$ cat src/rtl/mux_2x1_8bits_if.sv
// Lane-pair input and serialized byte-stream output of the 2x1 lane combiner.
// The master side is the byte-striping logic; the slave side is the combiner.
interface mux_2x1_8bits_if;
  logic [7:0] data_in0;
  logic       valid_in0;
  logic [7:0] data_in1;
  logic       valid_in1;
  logic       pair_ready;
  logic [7:0] data_out;
  logic       valid_out;
  logic       lane_out;
  logic       order_err;

  modport master (
    output data_in0, valid_in0, data_in1, valid_in1,
    input  pair_ready, data_out, valid_out, lane_out, order_err
  );

  modport slave (
    input  data_in0, valid_in0, data_in1, valid_in1,
    output pair_ready, data_out, valid_out, lane_out, order_err
  );
endinterface

$ cat src/rtl/mux_2x1_8bits.sv
// Merges two 8-bit lanes into one byte stream at twice the pair rate.
// Lane 0 goes out first and lane 1 second, using a phase bit instead of a divided clock.
module mux_2x1_8bits #(
  parameter logic [7:0] IDLE_BYTE = 8'h00
) (
  input  logic            clk2,
  input  logic            reset_L,
  mux_2x1_8bits_if.slave  laneBus
);

  logic       phaseReg;
  logic [7:0] hold1Reg;
  logic       vhold1Reg;
  logic [7:0] dataOutReg;
  logic       validOutReg;
  logic       laneOutReg;
  logic       orderErrReg;

  always_ff @(posedge clk2 or negedge reset_L) begin
    if (!reset_L) begin
      phaseReg    <= 1'b0;
      hold1Reg    <= 8'h00;
      vhold1Reg   <= 1'b0;
      dataOutReg  <= IDLE_BYTE;
      validOutReg <= 1'b0;
      laneOutReg  <= 1'b0;
      orderErrReg <= 1'b0;
    end else begin
      phaseReg <= ~phaseReg;
      if (!phaseReg) begin
        // Sample slot: emit lane 0 now and park lane 1 for the next slot.
        hold1Reg    <= laneBus.data_in1;
        vhold1Reg   <= laneBus.valid_in1;
        dataOutReg  <= laneBus.valid_in0 ? laneBus.data_in0 : IDLE_BYTE;
        validOutReg <= laneBus.valid_in0;
        laneOutReg  <= 1'b0;
        if (laneBus.valid_in1 && !laneBus.valid_in0)
          orderErrReg <= 1'b1;
      end else begin
        dataOutReg  <= vhold1Reg ? hold1Reg : IDLE_BYTE;
        validOutReg <= vhold1Reg;
        laneOutReg  <= 1'b1;
      end
    end
  end

  assign laneBus.pair_ready = ~phaseReg;
  assign laneBus.data_out   = dataOutReg;
  assign laneBus.valid_out  = validOutReg;
  assign laneBus.lane_out   = laneOutReg;
  assign laneBus.order_err  = orderErrReg;

endmodule

$ cat src/flat_wrapper.sv
// flat-port wrapper written by rule: the top's interface ports become plain ports
module mux_2x1_8bits_flat 
#(
  parameter logic [7:0] IDLE_BYTE = 8'h00
)
  (clk2, reset_L, laneBus_data_in0, laneBus_valid_in0, laneBus_data_in1, laneBus_valid_in1, laneBus_pair_ready, laneBus_data_out, laneBus_valid_out, laneBus_lane_out, laneBus_order_err);
  mux_2x1_8bits_if laneBus_i ();
  input  logic clk2;
  input  logic reset_L;
  input wire logic [$bits(laneBus_i.data_in0)-1:0] laneBus_data_in0;
  input wire logic [$bits(laneBus_i.valid_in0)-1:0] laneBus_valid_in0;
  input wire logic [$bits(laneBus_i.data_in1)-1:0] laneBus_data_in1;
  input wire logic [$bits(laneBus_i.valid_in1)-1:0] laneBus_valid_in1;
  output wire logic [$bits(laneBus_i.pair_ready)-1:0] laneBus_pair_ready;
  output wire logic [$bits(laneBus_i.data_out)-1:0] laneBus_data_out;
  output wire logic [$bits(laneBus_i.valid_out)-1:0] laneBus_valid_out;
  output wire logic [$bits(laneBus_i.lane_out)-1:0] laneBus_lane_out;
  output wire logic [$bits(laneBus_i.order_err)-1:0] laneBus_order_err;
  assign laneBus_i.data_in0 = laneBus_data_in0;
  assign laneBus_i.valid_in0 = laneBus_valid_in0;
  assign laneBus_i.data_in1 = laneBus_data_in1;
  assign laneBus_i.valid_in1 = laneBus_valid_in1;
  assign laneBus_pair_ready = laneBus_i.pair_ready;
  assign laneBus_data_out = laneBus_i.data_out;
  assign laneBus_valid_out = laneBus_i.valid_out;
  assign laneBus_lane_out = laneBus_i.lane_out;
  assign laneBus_order_err = laneBus_i.order_err;
  mux_2x1_8bits #(.IDLE_BYTE(IDLE_BYTE)) u_core (.clk2(clk2), .reset_L(reset_L), .laneBus(laneBus_i));
endmodule
$ cat config.mk
export PLATFORM = sky130hd
export DESIGN_NAME = mux_2x1_8bits_flat
export DESIGN_NICKNAME = d
export VERILOG_FILES = /design/src/rtl/mux_2x1_8bits_if.sv /design/src/rtl/mux_2x1_8bits.sv /design/src/flat_wrapper.sv
export SDC_FILE = /design/constraint.sdc
export NUM_CORES = 1
export LEC_CHECK = 0
export CAP_MARGIN = 25
export CORE_AREA = 2 2 46 48
export DETAILED_ROUTE_END_ITERATION = 12
export DIE_AREA = 0 0 48 50
export GPL_TIMING_DRIVEN = 0
export PLACE_DENSITY = 0.78
export SYNTH_ARGS = -nofsm -noshare
export SYNTH_HDL_FRONTEND = slang
export SYNTH_SLANG_ARGS = --single-unit
$ cat constraint.sdc
create_clock -name clk2 -period 2.3 [get_ports clk2]
set_input_delay 0.23 -clock clk2 [delete_from_list [all_inputs] [get_ports clk2]]
set_output_delay 0.23 -clock clk2 [all_outputs]
set_load 0.01 [all_outputs]
==> Yosys cells after proc, flatten, opt, wreduce, memory -nomap -nowiden <==
Index checks and enable logic that the tools add are counted.
{ "op_classes": {"mux": 5, "bitwise": 1, "n_reduce_logical": 3} }
{ "op_table": {"columns": ["cell", "n"], "rows": [
  ["$mux 8", 3],
  ["$mux 1", 2],
  ["$reduce_and 2->1", 1],
  ["$logic_and 1x1->1", 1],
  ["$logic_not 1->1", 1],
  ["$not 1->1", 1]
]} }
{ "totals": {"reg_bits": 21, "word_cells": 16, "out_inout_bits": 12} }

==> Depth between registers and ports, before layout <==
{ "depth": {"depth_word": 3, "mapped_depth": 3} }

==> Least setup slack after synthesis <==
OpenSTA, ideal clock, no wires.
{ "synth_timing": {"path_type": "register to register", "from": "register u_core.phaseReg", "to": "register u_core.dataOutReg[5], in the netlist u_core.laneBus.data_out[5]", "path_stages_with_launch": 4, "arrival_time_ns": 0.868, "period_less_slack_ns": 0.990, "path_buffers": 1, "path_slack_ns": 1.310, "cell_sequence": "dfrtp_1 -> and2_4 -> buf_6 -> a32o_1"} }
{ "synth_via": {"elab_chain_cells": 1} }
{ "synth_lines": {"columns": ["item", "line_no", "rtl"], "rows": [
  ["from (decl)", "mux_2x1_8bits.sv:11", "logic phaseReg;"],
  ["from (signal assigned)", "mux_2x1_8bits.sv:29", "phaseReg <= ~phaseReg;"],
  ["$mux 8", "mux_2x1_8bits.sv:30", "if (!phaseReg) begin"],
  ["to (signal assigned)", "mux_2x1_8bits.sv:34", "dataOutReg <= laneBus.valid_in0 ? laneBus.data_in0 : IDLE_BYTE;"],
  ["to (signal assigned)", "mux_2x1_8bits.sv:40", "dataOutReg <= vhold1Reg ? hold1Reg : IDLE_BYTE;"],
  ["to (decl)", "mux_2x1_8bits.sv:14", "logic [7:0] dataOutReg;"]
]} }
Every way passes these cells.
A chain may end at the register's enable or synchronous reset.

==> Worst setup path in the final report <==
{ "layout_timing": {"from": "register u_core.phaseReg", "to": "output laneBus_pair_ready"} }
{ "layout_via": {"elab_chain_cells": 1} }
{ "layout_lines": {"columns": ["item", "line_no", "rtl"], "rows": [
  ["$not 1->1", "mux_2x1_8bits.sv:47", "assign laneBus.pair_ready = ~phaseReg;"],
  ["to (decl)", "flat_wrapper.sv:14", "output wire logic [$bits(laneBus_i.pair_ready)-1:0] laneBus_pair_ready;"]
]} }
Every way passes these cells.

==> metrics <==
skew final between 0.006 and 0.007 ns; deepest clock path buffer count 2; global-route wire length before repair roughly 2400 microns; # port buffers 31; PwrDens about 550 mW/mm^2; Detailed Route Iter0 Violations 0; # resized after CTS 0; row cnt 16; Clock transition at path regs ~0.11 ns; Req. time, crit path between 2 and 2.5 ns; post-route ant nets 0; Max-Cap Viols 0; syn_nets 67; final hold slack 0.4167 ns; detailed-route wire length per cell 13.49 microns; dpl hpwl approximately 1100 microns; Num CTS Buffers 3; Lkg Pwr about 0.54 nW; number of I/O pins 32; nature of the critical path startpoint register; clock net sink count 21; Synth Area in Adders 0%; vias in the first global route just over 500; top post-synthesis cells by area dfrtp_1 (66%), mux2_4 (15%), a22o_1 (6.6%); post-route insts no fill between 100 and 150; mux cell area share after synthesis 15.07%; Max VDD drop just under 0.3 mV; main combinational cell family by area after synthesis multiplexers; setup TNS 0 ns; Final min period 1.738 ns; nets 103; commonest non-fill, non-tap cell in the layout clkdlybuf4s50_1; CP max FO 10; DRT Wirelength roughly 1500 microns; largest net degree at the start of global routing 22; CTS tree built; layout cells sized above 1 between 20% and 30%; clk root buf clkbuf_4; mapped cell area 797.0 sq um; Max Slew Vio Count 0; post-synthesis compound-gate area fraction between 10% and 20%; Yosys cell types 11; Critical Path AT approximately 1.5 ns; Starting Density a little over two fifths; final setup fails 0; simple-gate share of the synthesized area approximately 4.2%; status finished, final reports clean; Clock Latency Late Sink about 0.3 ns; Seq/Total Area, Yosys approximately 66%; Placed Cells approximately 110; Layout area overhead 46.62%; critical path class register to output port; vias per cell approximately 4.7; Final Hold Vio Count 0; Synth top area share between 60% and 70%; number of synthesized register bits 21; total gr overflow 0; unrepaired setup endpoints after global routing false; Die H 50 microns; post-synth top area cell dfrtp_1; Crit. End Element output port; die area 0.002400 sq mm; die width 48 microns; initial antenna violation count 0; Hold/Removal Path Class input pin to async pin; GRT Overall Usage roughly 15%; post-synthesis cell count 47; most frequent cells in the layout clkdlybuf4s50_1 (31), dfrtp_1 (21), mux2_4 (8), a22o_1 (6); post-CTS setup buffer count 0; relative slew slack 41.08%; H-tree levels 1; Core ar. approximately 0.0019 sq mm; Worst-Margin Slew a little under 0.9 ns; Ys Warns 0; ANT cells 0; RePlAce Congestion roughly 0.66; hold_buf cts 0; period utilization 75.58%; synthesized area per cell roughly 17 sq um; Synth Area in XOR/XNOR 0%; TritonRoute pass-1 iters 1; fmax around 0.58 GHz; via count a little over 500; drt drc 0
registers in the layout, summed over array words and instances (netlist names):
name,cells
u_core.laneBus.data_out,8
u_core.laneBus.order_err,1
u_core.vhold1Reg,1
u_core.hold1Reg,8
u_core.phaseReg,1
u_core.laneBus.lane_out,1
u_core.laneBus.valid_out,1
per-layer routing:
metal  up-vias  routed length [microns]  GRT usage (%)  part of all wire [%]
met3         5                       74          4.396                   5.0
li1        237                        -              -                     -
met1       253                      556          17.30                    38
met2        20                      804          23.11                    55
met4         0                       34          6.757                   2.3
met5         -                        0              0                     0
path summary, 6_finish.rpt:
path,from,to,slack [ns],cells past startpoint
worst max-delay path,u_core.phaseReg,laneBus_pair_ready,0.56,3
worst min-delay path,reset_L,u_core.hold1Reg[4],0.42,1
worst max register to register,u_core.phaseReg,u_core.laneBus.valid_out,1.25,3
worst min register to register,u_core.phaseReg,u_core.laneBus.lane_out,0.48,0
max in group asynchronous,reset_L,u_core.laneBus.order_err,1.34,1
min in group clk2,u_core.phaseReg,u_core.laneBus.lane_out,0.48,0
cell type report:
class | count | area [sq um]
clock buffer | 3 | 22.52
clock inverter | 1 | 5.005
sequential | 21 | 525.5
inverter | 1 | 3.754
buffer | 3 | 33.78
fill | 145 | 733.2
tap | 27 | 33.78
timing repair buffer | 31 | 310.3
multi-input combinational | 22 | 234.0
where the power goes:
part           internal [mW]  switching (mW)  total (mW)  leakage [nW]
combinational         0.0594          0.0251      0.0845         0.269
clock                 0.0648           0.107       0.172        0.0177
sequential             0.385         0.00705       0.392         0.252
critical path: stages, from the launching register on:
cell	delay [ns]
dfrtp_1	0.44
buf_6	0.18
inv_2	0.07
clkdlybuf4s50_1	0.52
cell usage after synthesis, drive strengths merged:
master   n
a22o     6
a32o     2
and2     1
buf      3
dfrtp   21
inv      1
mux2     8
nand2b   2
nor2b    1
o21bai   1
or2      1
per-stage QoR:
stage / utilization (%) / total power, mW / instance area [sq um] / worst slack (ns)
after floorplan: - / 0.4244 / 797.0 / 1.310
after global placement: 60.00 / 0.4820 / 1141 / 0.8961
after detailed placement: 60.00 / 0.4853 / 1141 / 0.8782
after CTS: 61.45 / 0.6571 / 1169 / 0.5364
after global routing: 61.45 / 0.6802 / 1169 / 0.4932
final: 61.45 / 0.6484 / 1169 / 0.5617
cells by family after synthesis:
group / after synthesis
AO/OA/AOI/OAI: 9
AND/OR/NAND/NOR: 5
buffers and inverters: 4
flip-flops: 21
multiplexers: 8
Note: power is estimated with default switching activity, not from simulation.
